<file path="config.mk">
export PLATFORM = sky130hd
export DESIGN_NAME = pipe_stage_chain
export DESIGN_NICKNAME = d
export VERILOG_FILES = /design/src/rtl/pipe_stage_chain_pkg.sv /design/src/rtl/pipe_stage_chain_reg.sv /design/src/rtl/pipe_stage_chain.sv
export SDC_FILE = /design/constraint.sdc
export NUM_CORES = 1
export LEC_CHECK = 0
export ABC_AREA = 1
export BUFFER_PORTS_ARGS = -buffer_cell sky130_fd_sc_hd__buf_2
export CAP_MARGIN = 5
export CORE_ASPECT_RATIO = 0.6
export CORE_MARGIN = 5
export CORE_UTILIZATION = 31
export CTS_BUF_LIST = sky130_fd_sc_hd__clkbuf_8
export CTS_CLUSTER_SIZE = 25
export DETAILED_ROUTE_END_ITERATION = 10
export PLACE_DENSITY = 0.6
export SLEW_MARGIN = 20
export SYNTH_ARGS = -nofsm -noshare
export SYNTH_HDL_FRONTEND = slang
export SYNTH_HIERARCHICAL = 1
export SYNTH_SLANG_ARGS = --single-unit
</file>
<file path="constraint.sdc">
create_clock -name clk -period 2.62 [get_ports clk]
set_input_delay 0.262 -clock clk [delete_from_list [all_inputs] [get_ports clk]]
set_output_delay 0.262 -clock clk [all_outputs]
set_load 0.05 [all_outputs]
</file>
<file path="src/rtl/pipe_stage_chain_pkg.sv">
// pipe_stage_chain_pkg: shared widths and default depth for the stage chain.
package pipe_stage_chain_pkg;
  localparam int ADDRESS_LEN = 32;
  localparam int DEFAULT_STAGES = 5;
endpackage

</file>
<file path="src/rtl/pipe_stage_chain_reg.sv">
// pipe_stage_reg: one pipeline stage register with load, bubble and kill controls.
module pipe_stage_reg #(
  parameter int WIDTH = 32
) (
  input  logic             clk,
  input  logic             rst_n,
  input  logic             load,
  input  logic             bubble,
  input  logic             kill,
  input  logic             d_valid,
  input  logic [WIDTH-1:0] d_data,
  output logic             q_valid,
  output logic [WIDTH-1:0] q_data
);
  always_ff @(posedge clk or negedge rst_n)
    if (!rst_n) begin
      q_valid <= 1'b0;
      q_data  <= '0;
    end else if (kill || bubble) begin
      q_valid <= 1'b0;
      q_data  <= '0;
    end else if (load) begin
      q_valid <= d_valid;
      q_data  <= d_data;
    end
endmodule

</file>
<file path="src/rtl/pipe_stage_chain.sv">
// pipe_stage_chain: stallable, flushable linear pipeline with a retire counter.
module pipe_stage_chain
  import pipe_stage_chain_pkg::*;
#(
  parameter int STAGES = DEFAULT_STAGES,
  parameter int WIDTH  = ADDRESS_LEN,
  parameter int FW     = $clog2(STAGES)
) (
  input  logic                    clk,
  input  logic                    rst_n,
  input  logic                    in_valid,
  input  logic [WIDTH-1:0]        in_data,
  output logic                    in_ready,
  input  logic [STAGES-1:0]       stall_req,
  input  logic                    flush,
  input  logic [FW-1:0]           flush_upto,
  output logic [STAGES-1:0]       stage_valid,
  output logic [STAGES*WIDTH-1:0] stage_data,
  output logic                    out_valid,
  output logic [WIDTH-1:0]        out_data,
  output logic [31:0]             retire_count
);
  logic [STAGES-1:0] hold;
  logic [STAGES-1:0] kill;
  logic [FW-1:0]     last_kill;
  assign last_kill = (flush_upto > FW'(STAGES - 1)) ? FW'(STAGES - 1) : flush_upto;
  assign in_ready  = !hold[0] && !flush;
  assign out_valid = stage_valid[STAGES-1];
  assign out_data  = stage_data[(STAGES-1)*WIDTH +: WIDTH];
  for (genvar k = 0; k < STAGES; k++) begin : g_stage
    logic             d_valid;
    logic             load;
    logic             bubble;
    logic [WIDTH-1:0] d_data;
    assign hold[k] = |stall_req[STAGES-1:k];
    assign kill[k] = flush && (FW'(k) <= last_kill);
    if (k == 0) begin : g_head
      assign d_valid = in_valid;
      assign d_data  = in_valid ? in_data : '0;
      assign load    = !hold[0];
      assign bubble  = 1'b0;
    end else begin : g_body
      // a killed predecessor hands over nothing, so the stage behind it takes a bubble
      assign d_valid = stage_valid[k-1];
      assign d_data  = stage_data[(k-1)*WIDTH +: WIDTH];
      assign load    = !hold[k] && !hold[k-1] && !kill[k-1];
      assign bubble  = !hold[k] && (hold[k-1] || kill[k-1]);
    end
    pipe_stage_reg #(.WIDTH(WIDTH)) u_reg (
      .clk     (clk),
      .rst_n   (rst_n),
      .load    (load),
      .bubble  (bubble),
      .kill    (kill[k]),
      .d_valid (d_valid),
      .d_data  (d_data),
      .q_valid (stage_valid[k]),
      .q_data  (stage_data[k*WIDTH +: WIDTH])
    );
  end
  always_ff @(posedge clk or negedge rst_n)
    if (!rst_n) retire_count <= '0;
    else if (out_valid && !stall_req[STAGES-1]) retire_count <= retire_count + 32'd1;
endmodule

</file>
Yosys cells after proc, flatten, opt, wreduce, memory -nomap -nowiden. Index checks and enable logic that the tools add are counted.

Register bits after elaboration: 197. Bits in latches: 0. Bits in writable memories: 0. Bits in read-only memories: 0. Bits of input ports: 44. Logic and storage cells: 86. Memories kept: 0.

Add/sub/neg operators: 1. Multipliers: 0. Div/mod/pow operators: 0. Magnitude comparators: 6. Equality and inequality tests: 1. Shifts and indexed selects: 0. Muxes and demuxes: 22. Bitwise gates (word level): 0. Reduce and logical (&&, ||, !) cells: 45.

Operator list (number): $mux W32 (11); $add A32 B1 Y32 const B (1); $logic_and A1 B1 Y1 (19); $logic_not A1 Y1 (10); $mux W1 (10); $logic_or A1 B1 Y1 (8); $reduce_bool A2 Y1 (4); $le A1 B3 Y1 const A (2); $le A2 B3 Y1 const A (2); $reduce_or A5 Y1 (1); $reduce_or A4 Y1 (1); $gt A3 B3 Y1 const B (1); $le A3 B3 Y1 const A (1); $mux W3 (1); $reduce_or A3 Y1 (1); $ne A2 B1 Y1 const B (1); $reduce_or A2 Y1 (1).

Longest topological paths before layout. Gate-level depths: netlist of the first run.

Depth after elaboration: 8. Gate-level depth with buffers: 12.

By module. The synthesis of the first run kept the hierarchy.

By module, submodules not included: pipe_stage_reg (instances 5, cells each 210, area each 1537.7 um2); pipe_stage_chain (instances 1, cells each 352, area each 2494.9 um2).

Least setup slack after synthesis of the first run. No wires, ideal clock.

Path type: in2out. Start: in stall_req[4]. End: out in_ready. Arrival: 1.844 ns. Data required time: 2.358 ns. Setup slack: 0.514 ns. Stages: 6. Buffers on the path: 0. Path through: nor2_1 inv_1 nor2_2 inv_2 or2_4 nor3_1.

Word-level cells in the longest chain between the ends: 3.

RTL lines: start: declaration (RTL line pipe_stage_chain.sv:14) `input logic [STAGES-1:0] stall_req,`; $reduce_or A5 Y1 (RTL line pipe_stage_chain.sv:35) `assign hold[k] = |stall_req[STAGES-1:k];`; $logic_not A1 Y1 (RTL line pipe_stage_chain.sv:27) `assign in_ready = !hold[0] && !flush;`; $logic_and A1 B1 Y1 (RTL line pipe_stage_chain.sv:27); end: declaration (RTL line pipe_stage_chain.sv:13) `output logic in_ready,`.

No other way between the ends.

Final worst setup path of the first run. Same ends and word-level chain as after synthesis.

==> results.md, run 1 <==
- The number of nets in the layout is 1661.
- The horizontal extent of the die is 244.0 um.
- The pre-antenna-repair detailed-routing pass consisted of 5 iterations.
- By area, the combinational part of the netlist is dominated by simple AND/OR/NAND/NOR gates.
- The clock arrives with 0.02093 ns of skew.
- Summed over all cells, the static leakage comes to 7.901 nW.
- The post-synthesis instance total is 1402.
- TritonCTS created 17 clock buffers.
- The total die area is 36690 um2.
- The worst setup path is launched from an input port.
- Among all stages on the critical path, the largest delay is contributed by buf_2.
- Yosys attributes the largest share of cell area to dfrtp_1 48%, nand2_1 16%, nor2_1 13%.
- The clock period minus worst slack is 1.843 ns.
- For the pin with the worst max-slew slack, the measured transition is 1.046 ns.
- The maximum number of pins on one net before global-route repair is 81.
- In this run the core area contains 51 standard-cell rows.
- Max-cap violations in this run came to 0.
- The area share of and/or/nand/nor cells after synthesis is 0.3386.
- The flow ran to the end, and the final reports show no timing, DRC or antenna violations.
- Among the stages of the critical path, the cell type that occurs most often is buf_2.
- Once the clock tree was built, the setup fixing pass inserted 0 buffers.
- The count of endpoints failing hold in the final timing report is 0.
- The number of primary I/O pins is 275.
- Across the whole layout, storage elements account for 4930 um2.
- For this design the ratio of total power to cell area is 557.9 nW/um2.
- The final RePlAce weighted congestion is 0.8495.
- Once layout is complete, the utilization of the core stands at 0.3680.
- The H-tree generated during clock tree synthesis spans 4 levels.
- The critical path starts at stall_req[4].
- The number of enable flip-flop cells after synthesis is 0.
- The final global-route overflow total is 0.
- The share of flip-flops with an asynchronous set or reset is 1.000.
- Total power for the finished layout comes to 6.655 mW.
- Measured in cells, the most critical reg-to-reg path has a length of 8.
- The synthesized net count is 1447.
- The post-route antenna net violation count is 0.
- The maximum number of buffers from clock root to sink is 2.
- The worst register-to-register path begins at retire_count[1].
- The multi-input gate area in the final layout is 3665 um2.
- TritonCTS built the clock tree.
- The overall routing resource usage is 0.1596.
- The worst setup path endpoint is in_ready.
- The post-route DRC violation count is 0.
- The type of the worst setup path is in2out.
- Once detailed placement completed, the half-perimeter wirelength came to 20980 um.
- In this run the critical register-to-register path is captured at retire_count[24].
- Of the total synthesized cell area, the portion taken by full adders, half adders and majority gates is 0.001229.
- The first-pass GRT wire length is 46290 um.
- The arrival time at the worst endpoint is 1.58 ns.
- The tightest slew margin relative to the limit is 0.3016.
- Leaving out fill and tap cells, the most frequent cells in the layout are 422 x nand2_1, 356 x nor2_1, 273 x buf_2.
- The share of synthesized area in the top cell type comes to 0.4841.
- During synthesis, Yosys emitted a total of 6 warnings.
- Along the worst path, the maximum fanout reaches 5.
- The count of different cell masters after synthesis is 28.
- The post-route clock period utilization is 0.7033.
- Data on the critical path is required at its endpoint by 2.36 ns.
- The worst hold path belongs to the class in2reg.
- Walking the worst path, the cells encountered are buf_2 -> nor2_1 -> inv_1 -> nor2_2 -> inv_2 -> or2_4 -> nor3_1 -> buf_2.
- For this configuration, the core starts out at a cell density of 0.3142.
- Of the post-synthesis cell area, the part taken by muxes is 0.
- The library cell used as clock root buffer is clkbuf_8.
- Among all flip-flop cells after synthesis, the most frequent one is dfrtp_1.
- The detail-routed via count per cell is 4.059.
- The filler cell count in the final layout is 3537.
- The type of element capturing the critical path is a primary output.
- The total standard cell area after synthesis is 10180 um2.
- Clock latency on the worst-skew pair, taken at its later pin, is 0.50 ns.
- The clock slew at the register clock pins of the worst setup and hold paths is 0.10 ns.
- The cell type with the highest aggregate area in the netlist is dfrtp_1.
- The share of the synthesized area in compound gates (AO/OA/AOI/OAI) is 0.002457.
- The highest cell delay on the worst timing path is 0.32 ns.
- The initial antenna violation count came to 2.
- The final route contains 8334 vias.
- Each instance of the synthesized netlist takes up on average 7.264 um2.
- The setup TNS is 0 ns.
- The number of global-route vias before repair is 8012.
- The relative area change from synthesis to final layout is 17.14%.
- The clock sink count is 197.
- Wires add up to 28970 um.
- Across the VDD grid, the largest voltage drop is 0.3292 mV.
- The final routed wire length divided by cell count is 14.11 um.
- The final setup violation count is 0.
- For this run, the top clock speed supported by timing is 0.5427 GHz.
- The fraction of synthesized cell area in xor and xnor cells is 0.01720.
- The floorplan step defined a core boundary enclosing 32420 um2.
- The most common cell after layout, fill and taps aside is nand2_1.
- The count of final max-slew check failures is 0.
- The hold slack is 0.07467 ns.
- Port buffering added 274 buffers.
- The reg2reg setup slack is 1.10 ns.
- Setup repair after global routing left no endpoint under its margin.
- Synthesis inferred 197 register bits.
- The share of the Yosys chip area taken by registers is 0.4841.
- Measured along the y axis, the die boundary spans 150.4 um.
- The ratio of cells with drive above 1 in the final layout is 0.2176.
- In this run, the number of DRC markers left after iteration 0 of detailed routing was 682.
[kinds of logic after synthesis]
family	after synthesis
and+or+nand+nor	846
buffers and inverters	333
DFF	197
xor gates and xnor gates	20
AOI/OAI and AO/OA	4
adders and majority gates	1
other	1
[critical path, delay by kind of cell]
kind                   cells  cell delay (ns)
and+or+nand+nor            4             0.70
buffers and inverters      4             0.61
[power by group]
part | internal, mW | total [mW] | switching (mW)
clock network | 0.839 | 2.00 | 1.16
registers | 3.16 | 3.30 | 0.138
logic | 0.290 | 1.36 | 1.07
total | 4.29 | 6.65 | 2.36
[worst min-delay path by stage]
stage                      from                           to  slack (ns)  cells after the start
floorplan                 rst_n   g_stage[0].u_reg/q_data[0]       -0.03                      0
global placement          rst_n     g_stage[4].u_reg/q_valid        0.25                      1
detailed placement        rst_n              retire_count[3]        0.25                      1
CTS                 in_data[16]  g_stage[0].u_reg/q_data[16]        0.03                      5
global route        in_data[16]  g_stage[0].u_reg/q_data[16]        0.05                      5
finish              in_data[16]  g_stage[0].u_reg/q_data[16]        0.07                      5
[synthesized netlist by cell type, types with 2 or more instances]
library cell,number
nand3_1,17
nor2_2,6
nor3_1,4
nor2_1,356
dfrtp_1,197
buf_6,10
buf_4,67
clkbuf_1,4
nor3_2,2
nand2_2,6
xnor2_1,7
nand4_1,10
nand2_1,422
nand3_2,2
o21ai_0,2
inv_2,7
buf_2,10
nor2_4,16
xor2_1,13
o21bai_1,2
inv_1,235
[sequential cells by signal, indices dropped and copies added, names as in the netlist]
signal and flops:
g_stage.u_reg/q_valid 5, g_stage.u_reg/q_data 160, retire_count 32
[metrics by stage]
step                setup slack [ns]  cells  cell area [um2]
floorplan                     0.5142   1402            10180
detailed placement            0.5058   2020            11550
CTS                           0.7756   2051            11920
finish                        0.7775   2053            11930
global placement              0.5229   2020            11550
global route                  0.6814   2052            11930
[per-layer routing]
metal | track usage | share of wire | vias up | wire [um]
li1 | - | - | 4403 | -
met5 | 0 | 0 | - | 0
met2 | 0.2395 | 0.44 | 163 | 12690
met1 | 0.2366 | 0.51 | 3752 | 14680
met3 | 0.03726 | 0.047 | 16 | 1355
met4 | 0.03213 | 0.0084 | 0 | 243
[layout make-up]
cell class,instances,area share
Antenna cell,2,0.0004196
Sequential cell,197,0.4133
Tap cell,424,0.04447
Inverter,242,0.07615
Clock buffer,17,0.01961
Timing Repair Buffer,286,0.1276
Multi-Input combinational cell,872,0.3072
Clock inverter,13,0.01122
[repair_timing]
item | CTS | global route
gates resized for setup | 0 | 0
hold buffers | 1 | 0
hold endpoints to repair | 44 | 0
(Power assumes the default switching activity.)
==> run 2, diff against run 1 <==
--- a/config.mk
+++ b/config.mk
@@ -5,7 +5,7 @@
 export SDC_FILE = /design/constraint.sdc
 export NUM_CORES = 1
 export LEC_CHECK = 0
-export ABC_AREA = 1
+export ABC_AREA = 0
 export BUFFER_PORTS_ARGS = -buffer_cell sky130_fd_sc_hd__buf_2
 export CAP_MARGIN = 5
 export CORE_ASPECT_RATIO = 0.6
@@ -14,7 +14,7 @@
 export CTS_BUF_LIST = sky130_fd_sc_hd__clkbuf_8
 export CTS_CLUSTER_SIZE = 25
 export DETAILED_ROUTE_END_ITERATION = 10
-export PLACE_DENSITY = 0.6
+export PLACE_DENSITY = 0.63
 export SLEW_MARGIN = 20
 export SYNTH_ARGS = -nofsm -noshare
 export SYNTH_HDL_FRONTEND = slang
==> constraint.sdc (replaced) <==
create_clock -name clk -period 1.66 [get_ports clk]
set_input_delay 0.166 -clock clk [delete_from_list [all_inputs] [get_ports clk]]
set_output_delay 0.166 -clock clk [all_outputs]
set_load 0.05 [all_outputs]
==> run 2 against run 1 <==
Net effect:
- register-to-register slack got worse by 0.98 ns
- sequential cell count is the same
- synthesized area down 12%
- largest cell class unchanged
- utilization up 2.1 points
==> results.md, run 2 <==
- The run finished with clean final reports.
- The reported leakage power is 5.657 nW (-28%).
- The placeable core area was 28710 um2 (-11%).
- The number of port buffers is 274 (unchanged).
- The vertical die dimension came to 142.0 um (-5.6%).
- The count of warnings emitted by yosys was 6 (unchanged).
- The count of placed standard cells including taps is 1359 (-33%).
- The deepest level of the CTS H-tree was 4 (unchanged).
- The number of buffers created by CTS was 17 (unchanged).
- The power per standard cell area is 788.3 nW/um2 (+41%).
- The filler cell count in the final layout is 2815 (-20%).
- The clock sink count was 197 (unchanged).
- The critical path data required time is 1.49 ns (-0.87 ns).
- The cell with the biggest individual delay on the critical path is or4_4.
- The most common cell after layout, fill and taps aside is buf_2.
- In this run the most critical hold path is launched from in_data[19].
- The count of endpoints failing hold in the final timing report is 0 (unchanged).
- The clock insertion delay at the later pin of the skew report is 0.49 ns (about the same).
- The post-route antenna net violation count was 0 (unchanged).
- The routed wire length came to 25550 um (-12%).
- The post-synthesis instance total came to 756 (-46%).
- The first-pass GRT wire length was 40510 um (-12%).
- The relative area change from synthesis to final layout is 24.01%.
- Counting I/O delays and the setup requirement, the final critical path takes 1.556 ns.
- Ranked by flip-flop count, first place goes to g_stage.u_reg/q_data.
- The slew at the pin closest to its max-slew limit was 0.7484 ns (-0.2977 ns).
- The final cell area excluding filler cells is 11170 um2 (-6.4%).
- The smallest setup slack after layout was 0.1037 ns (-0.6738 ns).
- For this run, the leading register cell type out of synthesis is dfrtp_1.
- The cell type with the highest aggregate area in the netlist is dfrtp_1.
- The type of element capturing the critical path is a primary output.
- The worst setup slack after placement is -0.2077 ns (-0.7135 ns).
- The post-route DRC violation count came to 0 (unchanged).
- Among cell families on the critical path, the largest total delay comes from simple AND/OR/NAND/NOR gates.
- The worst setup path is of the in2out kind.
- The critical-path maximum fanout came to 4 (-1).
- The cell seen most often among critical-path stages is buf_2.
- The post-route clock skew is 0.01310 ns (-0.007826 ns).
- The count of state elements after synthesis is 197 (unchanged).
- The horizontal extent of the die came to 230.0 um (-5.7%).
- The count of max-cap constraint violations was 0 (unchanged).
- The final RePlAce weighted congestion came to 0.8008 (-5.7%).
- The post-synthesis area per instance is 11.91 um2 (+64%).
- The count of standard-cell rows was 48 (-5.9%).
- The top cell types in the final layout, fill and taps aside, are 273 x buf_2, 175 x nor2_1, 175 x dfrtp_1.
- The ratio of cells with drive above 1 in the final layout came to 0.3655 (+0.1479).
- The final setup violation count is 0 (unchanged).
- The total die area was 32660 um2 (-11%).
- The launch point of the worst path is stall_req[4].
- The number of enable flip-flop cells after synthesis came to 0 (unchanged).
- The count of different cell masters after synthesis is 33 (+18%).
- The iteration count of the initial detailed-routing pass came to 5 (unchanged).
- The maximum number of buffers from clock root to sink is 2 (unchanged).
- The synthesized net count is 801 (-45%).
- The number of buffer and inverter instances along the worst setup path is 3 (-1).
- The sequential share of the synthesized area is 0.5475 (+0.06344).
- By instance count, the leading cell after synthesis is dfrtp_1.
- The library cell used as clock root buffer is clkbuf_8.
- The total design power is 8.802 mW (+32%).
- The tightest slew margin relative to the limit was 0.5011 (+0.1995).
- The number of nets in the layout is 1069 (-36%).
- The area share of the largest cell type after synthesis is 0.5475 (+0.06344).
- The number of vias in the routed layout is 6462 (-22%).
- The detail-routed via count per cell is 4.573 (+13%).
- The initial core utilization was 0.3136 (-0.0005169).
- The number of global-route vias before repair is 6793 (-15%).
- The launching point of the worst reg2reg path is retire_count[13].
- The post-CTS repair timing setup buffer count is 0 (unchanged).
- The worst setup path is launched from an input port.
- The overall routing resource usage is 0.1578 (-0.001756).
- By count the netlist is led by 197 x dfrtp_1, 177 x nor2_1, 165 x mux2i_1, 42 x buf_4, 36 x and2_1.
- The DRC violation total after the first TritonRoute iteration is 320 (-53%).
- The hold slack is 0.05371 ns (-0.02096 ns).
- The highest cell delay on the worst timing path is 0.58 ns (+0.26 ns).
- The initial antenna violation count is 1 (-1).
- The largest registers in the layout are g_stage.u_reg/q_data: 160 flops, retire_count: 32 flops, g_stage.u_reg/q_valid: 5 flops.
- The total standard cell area after synthesis is 9004 um2 (-12%).
- Walking the worst path, the cells encountered are buf_2 -> or4_4 -> buf_4 -> nor3_2 -> buf_2.
- The count of final max-slew check failures is 0 (unchanged).
- The HPWL after detailed placement is 18770 um (-11%).
- The total placed instance area came to 10520 um2 (-8.9%).
- The post-route clock period utilization is 0.9375.
- The maximum number of pins on one net before global-route repair is 46 (-43%).
- The type of the most critical hold path is in2reg.
- The maximum ir drop on the vdd rail was 0.4418 mV (+34%).
- By area the synthesized netlist is led by dfrtp_1 55%, mux2i_1 18%, nor2_1 7.4%.
- The final global-route overflow total came to 0 (unchanged).
- The TritonCTS clock tree is done.
- The arrival time at the worst endpoint is 1.39 ns (-0.19 ns).
- The maximum operating frequency is 0.6425 GHz.
- The final routed wire length divided by cell count is 18.08 um (+28%).
- The flip-flop count of the largest register, all copies and words added is 160 (unchanged).
- The clock slew at the register clock pins of the worst setup and hold paths is 0.09 ns (about the same).
- The share of flip-flops with an asynchronous set or reset is 1.000 (unchanged).
- The number of standard cells in the final layout excluding fillers was 1413 (-31%).
- The number of primary I/O pins is 275 (unchanged).
- Setup repair after global routing left no endpoint under its margin.
## run 2: cell families after synthesis
group,synth area share
fa+ha+maj,0.001389
compound gates,0.002362
flops,0.5475
buf+inv,0.08880
simple gates,0.1447
xor+xnor,0.03016
other cells,0.0004165
mux,0.1847
## run 2: worst reg2reg max path: stages (launching register included)
cell	delay (ns)
dfrtp_2	0.43
nand4_1	0.26
nor4_4	0.27
buf_4	0.19
nand4_1	0.12
xnor2_1	0.16
## run 2: metal layers
layer  vias to the layer above  routed length, um  GRT usage  part of all wire
li1                       3007                  -          -                 -
met2                       196              11710     0.2491              0.46
met3                        17               1563    0.04447             0.061
met5                         -                  0          0                 0
met1                      3242              12040     0.2177              0.47
met4                         0                236    0.03928            0.0092
## run 2: worst paths after layout
| path | to | slack [ns] | cells after the start |
|---|---|---|---|
| max in group asynchronous | retire_count[5] | 0.79 | 3 |
| max reg2reg | retire_count[22] | 0.12 | 5 |
| min | g_stage[0].u_reg/q_data[19] | 0.05 | 4 |
| min reg2reg | retire_count[6] | 0.49 | 1 |
| max | in_ready | 0.10 | 5 |
| min in group asynchronous | g_stage[0].u_reg/q_data[31] | 0.20 | 2 |
## run 2: per-stage QoR
step / util / setup TNS, ns
final: 0.3889 / 0
after floorplan: - / 0
after global routing: 0.3889 / 0
after global placement: 0.3666 / -15.14
after detailed placement: 0.3666 / -14.47
after CTS: 0.3889 / 0
## run 2: cell type report
| class | instances | area (um2) | share of cell area |
|---|---|---|---|
| diodes | 1 | 2.502 | 0.0002241 |
| clock buffers | 19 | 261.5 | 0.02342 |
| clock inverters | 13 | 167.7 | 0.01502 |
| inverters | 2 | 7.507 | 0.0006723 |
| multi-input cells | 475 | 3314 | 0.2968 |
| flip-flops and latches | 197 | 4957 | 0.4440 |
| well taps | 375 | 469.2 | 0.04202 |
| repair buffers | 331 | 1986 | 0.1778 |
## run 2: power by group
group	internal, mW	leakage, nW	switching (mW)
sequential	4.80	2.71	0.00206
combinational	0.222	2.72	0.361
clock	1.70	0.228	1.73
## run 2: repair_timing
action | in CTS | in global routing
gates resized for setup | 0 | 0
hold buffers | 21 | 0
hold endpoints to repair | 189 | 0
